### src/rtl/reg_swap_ctrl.sv
// NREG x WIDTH register file with shared bus and temp: swap/move/load under start/busy/done; done 4/2/2/1 cycles after accept (swap/move/load/reject or null).
// start is ignored while busy; optional REG_SWAP_OPCNT_EN adds a 16-bit count of successful ops (op_count).
module reg_swap_ctrl #(
  parameter int WIDTH = 8,
  parameter int NREG  = 4,
  parameter int IDXW  = 2
) (
  input  logic             clk,
  input  logic             rst,
  input  logic             start,
  input  logic [1:0]       op,
  input  logic [IDXW-1:0]  src_idx,
  input  logic [IDXW-1:0]  dst_idx,
  input  logic [WIDTH-1:0] din,
  input  logic [IDXW-1:0]  rd_idx,
  output logic [WIDTH-1:0] rd_data,
  output logic             busy,
  output logic             done,
  output logic             err,
  output logic [NREG-1:0]  rout,
  output logic [NREG-1:0]  rin,
  output logic             tout,
  output logic             tin,
`ifdef REG_SWAP_OPCNT_EN
  output logic [15:0]      op_count,
`endif
  output logic [WIDTH-1:0] bus
);

  typedef enum logic [2:0] {S_IDLE, S_X1, S_X2, S_X3, S_XL, S_DONE} state_t;

  localparam logic [1:0]    OP_SWAP = 2'b00;
  localparam logic [1:0]    OP_LOAD = 2'b10;
  localparam logic [1:0]    OP_RSVD = 2'b11;
  // One extra bit so NREG == 2**IDXW is still representable.
  localparam logic [IDXW:0] NREG_W  = (IDXW+1)'(NREG);

  state_t           state_q, state_d;
  logic [1:0]       op_q, op_d;
  logic [IDXW-1:0]  src_q, src_d, dst_q, dst_d;
  logic [WIDTH-1:0] din_q, din_d, temp_q, temp_d;
  logic [WIDTH-1:0] regs_q [NREG];
  logic [WIDTH-1:0] regs_d [NREG];
  logic             busy_q, busy_d, done_q, done_d, err_q, err_d;
  logic [NREG-1:0]  rout_q, rout_d, rin_q, rin_d;
  logic             tout_q, tout_d, tin_q, tin_d;
  logic             rej_d, wr_en;
  logic [IDXW-1:0]  wr_idx;

  function automatic logic idx_ok(input logic [IDXW-1:0] idx);
    idx_ok = ({1'b0, idx} < NREG_W);
  endfunction

  function automatic logic [NREG-1:0] onehot(input logic [IDXW-1:0] idx);
    onehot = '0;
    for (int i = 0; i < NREG; i++) onehot[i] = (idx == IDXW'(i));
  endfunction

  function automatic logic [WIDTH-1:0] rd_mux(input logic [WIDTH-1:0] r [NREG],
                                              input logic [IDXW-1:0]  idx);
    rd_mux = '0;
    for (int i = 0; i < NREG; i++)
      if (idx == IDXW'(i)) rd_mux = r[i];
  endfunction

  assign rd_data = rd_mux(regs_q, rd_idx);

  always_comb begin
    case (state_q)
      S_X1:    bus = rd_mux(regs_q, dst_q);
      S_X2:    bus = rd_mux(regs_q, src_q);
      S_X3:    bus = temp_q;
      S_XL:    bus = din_q;
      default: bus = '0;
    endcase
  end

  always_comb begin
    state_d = state_q;
    op_d    = op_q;
    src_d   = src_q;
    dst_d   = dst_q;
    din_d   = din_q;
    temp_d  = temp_q;
    regs_d  = regs_q;
    rej_d   = 1'b0;
    wr_en   = 1'b0;
    wr_idx  = dst_q;
    case (state_q)
      S_IDLE: begin
        if (start) begin
          op_d  = op;
          src_d = src_idx;
          dst_d = dst_idx;
          din_d = din;
          // Load has no source operand, so its src_idx is not range-checked.
          if (op == OP_RSVD || !idx_ok(dst_idx) || (op != OP_LOAD && !idx_ok(src_idx))) begin
            state_d = S_DONE;
            rej_d   = 1'b1;
          end else if (op != OP_LOAD && src_idx == dst_idx) begin
            state_d = S_DONE;
          end else if (op == OP_SWAP) begin
            state_d = S_X1;
          end else if (op == OP_LOAD) begin
            state_d = S_XL;
          end else begin
            state_d = S_X2;
          end
        end
      end
      S_X1: begin
        temp_d  = bus;
        state_d = S_X2;
      end
      S_X2: begin
        wr_en   = 1'b1;
        state_d = (op_q == OP_SWAP) ? S_X3 : S_DONE;
      end
      S_X3: begin
        wr_en   = 1'b1;
        wr_idx  = src_q;
        state_d = S_DONE;
      end
      S_XL: begin
        wr_en   = 1'b1;
        state_d = S_DONE;
      end
      S_DONE:  state_d = S_IDLE;
      default: state_d = S_IDLE;
    endcase
    for (int i = 0; i < NREG; i++)
      if (wr_en && wr_idx == IDXW'(i)) regs_d[i] = bus;
  end

  // Strobes are registered from the next state so they line up with the state they describe.
  always_comb begin
    busy_d = (state_d != S_IDLE);
    done_d = (state_d == S_DONE);
    err_d  = rej_d;
    rout_d = '0;
    rin_d  = '0;
    tout_d = 1'b0;
    tin_d  = 1'b0;
    case (state_d)
      S_X1: begin
        rout_d = onehot(dst_d);
        tin_d  = 1'b1;
      end
      S_X2: begin
        rout_d = onehot(src_d);
        rin_d  = onehot(dst_d);
      end
      S_X3: begin
        tout_d = 1'b1;
        rin_d  = onehot(src_d);
      end
      S_XL:           rin_d = onehot(dst_d);
      S_IDLE, S_DONE: begin end
      default: begin
        busy_d = 1'b0;
        done_d = 1'b0;
        err_d  = 1'b0;
      end
    endcase
  end

  always_ff @(posedge clk or posedge rst) begin
    if (rst) begin
      state_q <= S_IDLE;
      op_q    <= '0;
      src_q   <= '0;
      dst_q   <= '0;
      din_q   <= '0;
      temp_q  <= '0;
      regs_q  <= '{default: '0};
      busy_q  <= 1'b0;
      done_q  <= 1'b0;
      err_q   <= 1'b0;
      rout_q  <= '0;
      rin_q   <= '0;
      tout_q  <= 1'b0;
      tin_q   <= 1'b0;
    end else begin
      state_q <= state_d;
      op_q    <= op_d;
      src_q   <= src_d;
      dst_q   <= dst_d;
      din_q   <= din_d;
      temp_q  <= temp_d;
      regs_q  <= regs_d;
      busy_q  <= busy_d;
      done_q  <= done_d;
      err_q   <= err_d;
      rout_q  <= rout_d;
      rin_q   <= rin_d;
      tout_q  <= tout_d;
      tin_q   <= tin_d;
    end
  end

  assign busy = busy_q;
  assign done = done_q;
  assign err  = err_q;
  assign rout = rout_q;
  assign rin  = rin_q;
  assign tout = tout_q;
  assign tin  = tin_q;

`ifdef REG_SWAP_OPCNT_EN
  logic [15:0] cnt_q, cnt_d;

  assign cnt_d = cnt_q + 16'(done_q && !err_q);

  always_ff @(posedge clk or posedge rst) begin
    if (rst) cnt_q <= '0;
    else     cnt_q <= cnt_d;
  end

  assign op_count = cnt_q;
`endif

endmodule

### config.mk
export PLATFORM = sky130hd
export DESIGN_NAME = reg_swap_ctrl
export DESIGN_NICKNAME = d
export VERILOG_FILES = /design/src/rtl/reg_swap_ctrl.sv
export SDC_FILE = /design/constraint.sdc
export NUM_CORES = 1
export LEC_CHECK = 0
export BUFFER_PORTS_ARGS = -buffer_cell sky130_fd_sc_hd__buf_2
export CORE_MARGIN = 2
export CORE_UTILIZATION = 60
export CTS_CLUSTER_DIAMETER = 80
export CTS_CLUSTER_SIZE = 8
export DETAILED_ROUTE_END_ITERATION = 8
export GPL_TIMING_DRIVEN = 0
export PLACE_DENSITY = 0.88
export SYNTH_ARGS = -nofsm -noshare
export SYNTH_HDL_FRONTEND = slang
export SYNTH_SLANG_ARGS = --single-unit
### constraint.sdc
create_clock -name clk -period 6.3 [get_ports clk]
set_input_delay 1.26 -clock clk [delete_from_list [all_inputs] [get_ports clk]]
set_output_delay 1.26 -clock clk [all_outputs]
set_load 0.01 [all_outputs]
Word-level counts from Yosys, hierarchy flattened

Index checks and enable logic that the tools add are counted.

Register bits after elaboration: 70
Input bits: 19
Output and inout port bits: 29
Word-level logic and storage cells: 105

Eq/ne operators: 31
Mux-type cells: 36
Reduce and logical (&&, ||, !) cells: 21

Operators with widths:

| kind                 | count |
|---|---|
| $mux W8              | 12 |
| $pmux W8 S4          | 1 |
| $eq A2 B2 Y1 const B | 14 |
| $mux W3              | 6 |
| $logic_not A2 Y1     | 8 |
| $pmux W4 S2          | 2 |
| $eq A2 B1 Y1 const B | 6 |
| $eq A3 B2 Y1 const B | 4 |
| $pmux W3 S4          | 1 |
| $mux W2              | 5 |
| $eq A3 B3 Y1 const B | 3 |
| $mux W1              | 9 |
| $eq A3 B1 Y1 const B | 2 |
| $logic_not A3 Y1     | 2 |
| $reduce_or A6 Y1     | 1 |
| $logic_and A1 B1 Y1  | 5 |
| $reduce_or A2 Y1     | 2 |
| $reduce_bool A3 Y1   | 1 |
| $reduce_or A3 Y1     | 1 |
| $eq A2 B2 Y1         | 1 |
| $ne A2 B2 Y1 const B | 1 |
| $reduce_and A2 Y1    | 1 |

Longest topological paths before layout

Gate-level depths: netlist of the first run.

Depth in word-level cells: 10
Depth in mapped cells: 7
Depth with buffers taken out: 6

Worst setup path after synthesis of the first run

OpenSTA, ideal clock, no wires.

Path kind: input -> output
Start point: input rd_idx[0]
End point: output rd_data[1]
Data arrival time: 2,252 ps
Required time: 5,040 ps
Setup slack: 2,788 ps
Stages: 2
Path buffers: 1
Cells stage by stage: clkbuf_1 mux4_2

Longest elaborated chain between the ends: 5
Elaborated cells between the ends (all ways): 8
Classes of those cells: eq/ne: 3; mux: 4; reduce/logical: 1

Ends and longest elaborated chain:

| element               | RTL line | text |
|---|---|---|
| from (decl)           | 15       | `input logic [IDXW-1:0] rd_idx,` |
| $logic_not A2 Y1      | 63       | `if (idx == IDXW'(i)) rd_mux = r[i];` |
| $mux W8 (3 in series) | 63       |  |
| $mux W8 (*)           | 63       |  |
| to (decl)             | 16       | `output logic [WIDTH-1:0] rd_data,` |

Every way passes the cells marked *; elsewhere a longest branch is shown, timed or not.

Worst setup path in the final report of the first run

Start point: register dst_q[1]
End point: output bus[4]

Longest elaborated chain between the ends: 6
Elaborated cells between the ends (all ways): 9
Classes of those cells: eq/ne: 3; mux: 5; reduce/logical: 1

Ends and longest elaborated chain:

| element                | RTL line | text |
|---|---|---|
| from (decl)            | 40       | `logic [IDXW-1:0] src_q, src_d, dst_q, dst_d;` |
| from (signal assigned) | 187      | `dst_q <= dst_d;` |
| $logic_not A2 Y1       | 63       |  |
| $mux W8 (3 in series)  | 63       |  |
| $mux W8 (*)            | 63       |  |
| $pmux W8 S4 (*)        | 69       | `case (state_q)` |
| to (decl)              | 27       | `output logic [WIDTH-1:0] bus` |

Marks and branches as above.

==> results of run 1 <==
worst paths after layout:
kind | cells past startpoint | slack, ps | endpoint | from
worst max-delay path | 5 | 2420 | bus[4] | dst_q[1]$_DFF_PP0_
worst min-delay path | 2 | 480 | temp_q[3]$_DFFE_PP0P_ | temp_q[3]$_DFFE_PP0P_
worst max register to register | 5 | 3850 | regs_q[27]$_DFFE_PP0P_ | dst_q[1]$_DFF_PP0_
worst min register to register | 2 | 480 | temp_q[3]$_DFFE_PP0P_ | temp_q[3]$_DFFE_PP0P_
max in group asynchronous | 3 | 4550 | temp_q[5]$_DFFE_PP0P_ | rst
min in group asynchronous | 2 | 1090 | rout[0]$_DFF_PP0_ | rst
sequential cells by signal, indices dropped and copies added, names as in the netlist:
signal	flops
rout	4
tout	1
err	1
op_q	2
regs_q	32
tin	1
dst_q	2
state_q	3
src_q	2
temp_q	8
busy	1
din_q	8
done	1
rin	4
where the power goes:
group	internal [mW]	switching, mW	total, mW	leakage, nW
clock	0.222	0.179	0.402	0.106
sequential	0.604	0.122	0.726	0.929
combinational	0.397	0.520	0.917	1.02
total	1.22	0.821	2.04	2.05
Yosys cell counts, drive strengths merged (4+ instances only):
library cell | instances | share of area [%]
nor2b | 10 | 1.7
nor2 | 7 | 0.78
nor3 | 6 | 0.81
mux2 | 34 | 10
clkbuf | 13 | 1.3
or2 | 4 | 0.68
inv | 10 | 1.0
nand2 | 63 | 6.4
nand3 | 4 | 0.54
o21ai | 17 | 2.3
buf | 8 | 1.0
dfrtp | 70 | 47
a31oi | 5 | 0.85
a22oi | 8 | 1.6
a21oi | 6 | 0.81
mux4 | 19 | 12
nor3b | 4 | 0.95
nand2b | 4 | 0.68
final cells by class:
class,count,area share (%)
plain buffers,21,2.06
clock buffers,10,3.00
clock inverters,6,2.03
inverters,10,0.883
multi-input cells,228,42.8
flip-flops and latches,70,41.2
well taps,75,2.21
repair buffers,46,5.77
critical path, cell delays in order (launching register included):
cell and delay (ps):
dfrtp_1 430, buf_1 590, mux4_2 370, a22oi_1 80, o21ai_0 540, buf_2 250
routing by layer:
| metal | vias up | GRT usage [%] |
|---|---|---|
| met5 | - | 0 |
| met4 | 0 | 14.3 |
| met3 | 28 | 4.46 |
| met2 | 180 | 46.9 |
| met1 | 1454 | 38.7 |
| li1 | 1313 | - |
cell families (layout without fill, tap and decap cells):
logic type	Yosys count	after routing
multiplexers	54	54
AND/OR/NAND/NOR	115	115
AO/OA/AOI/OAI	57	57
XOR/XNOR	2	2
buffers and inverters	31	93
flip-flops	70	70
==> qor.csv, run 1 <==
stage;metric;value;unit
clock_network;worstSkewPairLatency;360;ps
global_routing;grt_usage;29.0;%
logic_synthesis;synth_top_family_by_area;multiplexers;
logic_synthesis;synth.avg_cell_area;11.2;sq um
logic_synthesis;synth_compound_area_share;11.1;%
global_routing;grt.overflow.total;0;
global_routing;antenna_found_initial;0;
place;dp_cells;450;
route;wl_met2;4.47;mm
timing;tns;0;ps
layout;postLayoutCoreUtil;71.4;%
layout;num_antenna_cells;0;
clock_network;cts_tree;yes;
setup_path;critPathArrivalTime;2620;ps
timing;fin_worst_skew;7.73;ps
floorplanning;dieArea;6810;sq um
layout;syn_to_final_growth;15.0;%
logic_synthesis;ys.flop_type;dfrtp_1;
timing;finalHoldViolCount;0;
clock_network;cts_buffers;9;
flow_run;cap_violations;0;
timing;max_slew_margin;40.6;%
layout;drive_above_1_share;34.3;%
timing;timing.hold.ws;484;ps
route;top_layer_used;met4;
logic_synthesis;syn_inst;329;
place;gp_congestion;0.894;
timing;drv_slew;0;
layout;regArea;1750;sq um
clock_network;clk_pin_slew;80;ps
route;avgViaCountPerCell;6.38;
layout;fin_area;4250;sq um
route;wl;8.98;mm
layout;final_common_cell;dfrtp_1;
layout;layout_common_cells;70 x dfrtp_1, 63 x nand2_1, 52 x buf_2;
route;antenna_left;0;
floorplanning;num_rows;28;
logic_synthesis;synth_nets;348;
timing;finalCriticalPeriod;3880;ps
global_routing;grt_pass1_wl;14.4;mm
floorplanning;coreArea;5960;sq um
floorplanning;start_util;62.1;%
status;status;finished clean;
setup_path;cp.required;5040;ps
logic_synthesis;synth-xor-area-share;0.474;%
layout;multi_input_area;1820;sq um
clock_network;clockBufferDepth;2;
clock_network;ctsResizeCount;0;
timing;clock.fmax;0.257;GHz
clock_network;hold_buffers;0;
floorplanning;io_pins;48;
clock_network;root_buffer;clkbuf_8;
layout;fin_nets;405;
route;vias;2975;
global_routing;grt_max_degree;42;
logic_synthesis;syn_area;3700;sq um
floorplanning;dieHeight;82.5;um
setup_path;worstPathMaxFanout;10;
clock_network;clock_sinks;70;
route;drtIter0Drc;262;
logic_synthesis;synth_adder_area_share;0;%
setup_path;end_kind;output pin;
route;m1WireLength;3.68;mm
power;vdd_drop_max;0.000267;V
place;pre_cts_slack;2490;ps
place;placed_area;4040;sq um
logic_synthesis;synth_edf_count;0;
power;leakagePower;2.05;nW
place;portBuffers;45;
route;routedWlPerCell;19.3;um
route;met3_wirelength;614;um
layout;nFillCells;425;
logic_synthesis;synth-async-reset-ratio;100;%
timing;setup_ws;2420;ps
global_routing;grt_pass1_vias;2916;
setup_path;cp-start-kind;flop;
logic_synthesis;ys_ff_latch;70;
place;post-dp-hpwl;6.21;mm
timing;worst_pin_slew;890;ps
timing;period_share;61.6;%
floorplanning;die_w;82.5;um
clock_network;cts_htree_levels;3;
route;dr.pass1.iters;5;
logic_synthesis;yosys.area_share.simple;15.4;%
logic_synthesis;synth_mux_area_share;22.2;%
timing;setup_viol;0;
timing;rsz0062_at_grt;no;
logic_synthesis;ys_seq_area_share;47.4;%
clock_network;cts_setup_buffers;0;
route;drcViolationCount;0;
setup_path;path_class;flop to output pin;
logic_synthesis;ys_warn_count;0;
logic_synthesis;ys_types;46;
worst_hold_path;hold_class;flop to flop;
layout;stdcell_count;466;
power;pwr_density_cell;481;nW/um^2
power;total_power;2.04;mW
No activity file was read; power rests on OpenSTA's default activity.
==> run 2, diff against run 1 <==
Settings changed: CORE_UTILIZATION 60 to 58, PLACE_DENSITY 0.88 to 0.86.
Clock period 6.3 ns to 3.82 ns, I/O delays scaled along.
==> qor.csv, run 2 (synthesis gave the netlist of run 1 again) <==
stage;metric;value;unit
layout;postLayoutCoreUtil;68.0;%
timing;fin_worst_skew;7.49;ps
power;clock_power_share;20.1;%
setup_path;path_class;flop to output pin;
power;net-switching-power;1.34;mW
power;power_switching_share;39.7;%
clock_network;hold_buffers;0;
floorplanning;dieArea;7030;sq um
timing;period_share;85.7;%
setup_path;critPathTopFamily;buffers and inverters;
route;drcViolationCount;0;
timing;setup_viol;0;
route;wl;8.85;mm
setup_path;cp-start-kind;flop;
setup_path;crit_path_max_incr_delay;520;ps
timing;setup_ws;546;ps
setup_path;worstPathMaxFanout;10;
timing;finalCriticalPeriod;3270;ps
floorplanning;io_pins;48;
status;status;finished clean;
layout;reg_top3;regs_q x32, din_q x8, temp_q x8;
timing;rsz0062_at_grt;no;
layout;fin_nets;404;
floorplanning;coreArea;6240;sq um
layout;largest_register_ffs;32;
place;portBuffers;45;
layout;nFillCells;480;
global_routing;grt.overflow.total;0;
route;routedWlPerCell;19.0;um
route;vias;2847;
power;combPwrFrac;44.6;%
clock_network;ctsResizeCount;0;
global_routing;grt_usage;27.9;%
layout;fin_area;4240;sq um
timing;tns;0;ps
layout;syn_to_final_growth;14.8;%
setup_path;cp.required;3060;ps
layout;final_common_cell;dfrtp_1;
global_routing;grt_max_degree;71;
floorplanning;die_w;83.8;um
place;post-dp-hpwl;5.97;mm
layout;num_antenna_cells;0;
clock_network;root_buffer;clkbuf_8;
global_routing;grt_pass1_vias;3003;
power;total_power;3.37;mW
clock_network;clock_sinks;70;
setup_path;critPathBufInv;2;
clock_network;clk_pin_slew;80;ps
timing;clock.fmax;0.305;GHz
power;pwr-share-seq;35.3;%
floorplanning;dieHeight;83.8;um
layout;regMostFlops;regs_q;
place;gp_congestion;0.858;
power;leakagePower;2.05;nW
route;avgViaCountPerCell;6.10;
global_routing;antenna_found_initial;0;
clock_network;cts_buffers;9;
floorplanning;num_rows;29;
route;dr.pass1.iters;5;
setup_path;crit_chain;buf_1 -> mux4_2 -> a222oi_1 -> o21ai_1 -> buf_2;
clock_network;cts_tree;yes;
route;antenna_left;0;
clock_network;cts_htree_levels;3;
power;p_int;2.03;mW
setup_path;slowest_stage;buf_1;
clock_network;cts_setup_buffers;0;
route;drtIter0Drc;335;
power;pwr_density_cell;794;nW/um^2
worst_hold_path;hold_class;flop to flop;
timing;drv_slew;0;
place;pre_cts_slack;952;ps
place;placed_area;4020;sq um
power;vdd_drop_max;0.000434;V
timing;max_slew_margin;42.6;%
timing;finalHoldViolCount;0;
floorplanning;start_util;59.2;%
setup_path;critPathArrivalTime;2510;ps
layout;drive_above_1_share;34.4;%
clock_network;worstSkewPairLatency;360;ps
flow_run;cap_violations;0;
timing;worst_pin_slew;861;ps
setup_path;end_kind;output pin;
layout;layout_common_cells;70 x dfrtp_1, 63 x nand2_1, 52 x buf_2;
global_routing;grt_pass1_wl;15.0;mm
clock_network;clockBufferDepth;2;
==> run 2: changes by cell type in the layout (fill, tap and decap cells not counted) <==
cell | before | now
buf_12 | 1 | 0
clkbuf_1 | 14 | 13
clkbuf_8 | 9 | 10
clkinv_4 | 1 | 0
clkinvlp_4 | 1 | 2
inv_2 | 1 | 0
inv_4 | 0 | 1
==> run 2: cell type report <==
type | instances | area, sq um | share of cell area [%]
clock buffers | 10 | 138 | 3.24
well taps | 77 | 96.3 | 2.27
flip-flops and latches | 70 | 1750 | 41.3
multi-input cells | 228 | 1820 | 42.9
plain buffers | 21 | 87.6 | 2.06
repair buffers | 45 | 225 | 5.31
clock inverters | 6 | 85.1 | 2.00
inverters | 10 | 40.0 | 0.943
==> run 2: power by group through the flow <==
stage                     Sequential (mW)  Clock (mW)  Combinational (mW)
after floorplan                      1.16           0                1.08
after global placement               1.18           0                1.44
after detailed placement             1.20           0                1.48
after CTS                            1.19       0.684                1.49
after global routing                 1.22       0.713                1.65
final                                1.19       0.678                1.50
==> run 2: path summary, 6_finish.rpt <==
kind / end / slack [ps] / start / cells past startpoint
hold reg to reg: din_q[7]$_DFFE_PP0P_ / 470 / din_q[7]$_DFFE_PP0P_ / 2
hold / removal: din_q[7]$_DFFE_PP0P_ / 470 / din_q[7]$_DFFE_PP0P_ / 2
min in group asynchronous: busy$_DFF_PP0_ / 590 / rst / 2
setup / recovery: bus[3] / 550 / dst_q[1]$_DFF_PP0_ / 5
max in group asynchronous: din_q[7]$_DFFE_PP0P_ / 2680 / rst / 2
setup reg to reg: dst_q[1]$_DFF_PP0_ / 1410 / state_q[2]$_DFF_PP0_ / 5
==> run 2: layer usage <==
metal / vias to the layer above / track usage, % / share of wire, %
met5: - / 0 / 0
met4: 0 / 12.3 / 2.2
met3: 19 / 5.34 / 6.2
met2: 116 / 44.1 / 48
met1: 1407 / 37.8 / 44
li1: 1305 / - / -
==> run 2: per-stage QoR <==
stage / std cells / hold slack (ps)
after CTS: 467 / 474
final: 467 / 474
after global placement: 451 / 451
after detailed placement: 451 / 456
after global routing: 467 / 510
after floorplan: 329 / 438
==> run 2: worst min-delay path, cell delays in order, from the launching register on <==
cell and delay, ps:
dfrtp_1 340, nand2_1 50, nand2_1 60
==> run 3, diff against run 2 <==
Settings changed: CORE_UTILIZATION 58 to 60, GPL_ROUTABILITY_DRIVEN set to 0, PLACE_DENSITY 0.86 to 0.88, RECOVER_POWER set to 100.
Clock period 3.82 ns to 3.9 ns, I/O delays scaled along.
==> qor.csv, run 3 (synthesis gave the netlist of run 1 again) <==
stage;metric;value;unit
status;status;complete, but fails checks;
status;failed_checks;max-capacitance violations, max-slew violations;
layout;syn_to_final_growth;11.9;%
timing;max_slew_margin;-11.0;%
route;wl;9.15;mm
layout;regMostFlops;regs_q;
route;drtIter0Drc;251;
power;pwr-share-seq;36.9;%
clock_network;clock_sinks;70;
route;dr.pass1.iters;8;
global_routing;grt.overflow.total;0;
power;vdd_drop_max;0.000419;V
setup_path;r2r_setup_slack;680;ps
timing;finalCriticalPeriod;3500;ps
place;dp_cells;450;
global_routing;grt_max_degree;42;
layout;largest_register_ffs;32;
clock_network;cts_tree;yes;
layout;final_common_cell;dfrtp_1;
clock_network;cts_setup_buffers;0;
timing;finalHoldViolCount;0;
place;placed_area;4040;sq um
route;vias;2999;
timing;drv_slew;38;
layout;stdcell_count;465;
route;antenna_left;0;
global_routing;grt_pass1_wl;14.6;mm
timing;rsz0062_at_grt;no;
setup_path;cp-start-kind;flop;
clock_network;cts_htree_levels;3;
route;routedWlPerCell;19.7;um
layout;fin_nets;405;
setup_path;path_class;flop to output pin;
place;post-dp-hpwl;6.33;mm
timing;worst_pin_slew;1670;ps
layout;reg_top3;regs_q x32, din_q x8, temp_q x8;
power;pwr_density_cell;770;nW/um^2
layout;nFillCells;466;
timing;tns;0;ps
timing;setup_viol;0;
global_routing;grt_pass1_vias;2949;
floorplanning;io_pins;48;
setup_path;worstPathMaxFanout;10;
place;portBuffers;45;
timing;fin_worst_skew;8.17;ps
power;power_switching_share;41.3;%
flow_run;cap_violations;3;
layout;postLayoutCoreUtil;69.5;%
worst_hold_path;hold_class;flop to flop;
clock_network;clk_pin_slew;80;ps
route;drcViolationCount;0;
floorplanning;dieArea;6810;sq um
global_routing;antenna_found_initial;0;
clock_network;worstSkewPairLatency;360;ps
floorplanning;dieHeight;82.5;um
clock_network;hold_buffers;0;
timing;clock.fmax;0.286;GHz
floorplanning;coreArea;5960;sq um
setup_path;slowest_stage;buf_1;
setup_path;crit_chain;buf_1 -> mux4_2 -> a222oi_1 -> o21ai_0 -> buf_2;
clock_network;root_buffer;clkbuf_8;
clock_network;clockBufferDepth;2;
clock_network;ctsResizeCount;0;
clock_network;cts_buffers;9;
floorplanning;num_rows;28;
layout;num_antenna_cells;0;
power;leakagePower;1.91;nW
setup_path;crit_path_max_incr_delay;540;ps
power;net-switching-power;1.32;mW
power;combPwrFrac;45.0;%
route;avgViaCountPerCell;6.45;
timing;period_share;89.7;%
floorplanning;die_w;82.5;um
power;clock_power_share;18.1;%
power;p_int;1.87;mW
layout;layout_common_cells;70 x dfrtp_1, 63 x nand2_1, 42 x clkbuf_1;
setup_path;cp.required;3120;ps
layout;drive_above_1_share;25.1;%
global_routing;grt_usage;29.5;%
setup_path;critPathArrivalTime;2720;ps
floorplanning;start_util;62.1;%
layout;fin_area;4140;sq um
setup_path;end_kind;output pin;
[run 3: cell types whose count changed in the layout (fill, tap and decap cells not counted), sizes merged]
cell	delta
buf	-28
bufinv	-1
clkbuf	+28
clkinv	+1
[run 3: path summary, 6_finish.rpt]
check | cells after the start | end | startpoint
worst max-delay path | 5 | bus[1] | dst_q[1]$_DFF_PP0_
worst min-delay path | 2 | temp_q[3]$_DFFE_PP0P_ | temp_q[3]$_DFFE_PP0P_
worst max register to register | 5 | rin[0]$_DFF_PP0_ | state_q[2]$_DFF_PP0_
worst min register to register | 2 | temp_q[3]$_DFFE_PP0P_ | temp_q[3]$_DFFE_PP0P_
max in group asynchronous | 3 | temp_q[0]$_DFFE_PP0P_ | rst
min in group asynchronous | 2 | din_q[6]$_DFFE_PP0P_ | rst
[run 3: through the flow]
| step | worst slack (ps) | hold slack [ps] | power, mW |
|---|---|---|---|
| after floorplan | 1350 | 438 | 2.19 |
| final | 402 | 480 | 3.19 |
| after global routing | 204 | 503 | 3.38 |
| after CTS | 528 | 482 | 3.21 |
| after global placement | 647 | 458 | 2.55 |
| after detailed placement | 968 | 463 | 2.63 |
[run 3: critical path, delay by kind of cell, from the launching register on]
family,cells,cell delay [ps]
multiplexers,1,460
buffers and inverters,2,760
flip-flops,1,430
AO/OA/AOI/OAI,2,710
[run 3: layout make-up]
class	instances	area (sq um)	area share [%]
Clock buffer	9	124	2.99
Clock inverter	6	63.8	1.54
Buffer	21	85.1	2.06
Sequential cell	70	1750	42.3
Timing Repair Buffer	46	196	4.75
Multi-Input combinational cell	228	1790	43.2
Tap cell	75	93.8	2.27
Inverter	10	37.5	0.907
[run 3: metal layers]
metal	share of wire, %	track usage, %	vias up	wire (um)
met3	8.6	5.76	26	787
met1	40	38.5	1474	3620
li1	-	-	1305	-
met4	2.5	13.9	0	232
met5	0	0	-	0
met2	49	47.7	194	4510
[run 3: power by group through the flow]
stage | clock [mW] | sequential (mW) | combinational [mW]
floorplan | 0 | 1.13 | 1.05
global placement | 0 | 1.16 | 1.39
detailed placement | 0 | 1.18 | 1.45
CTS | 0.580 | 1.17 | 1.46
global route | 0.611 | 1.20 | 1.57
finish | 0.577 | 1.18 | 1.43
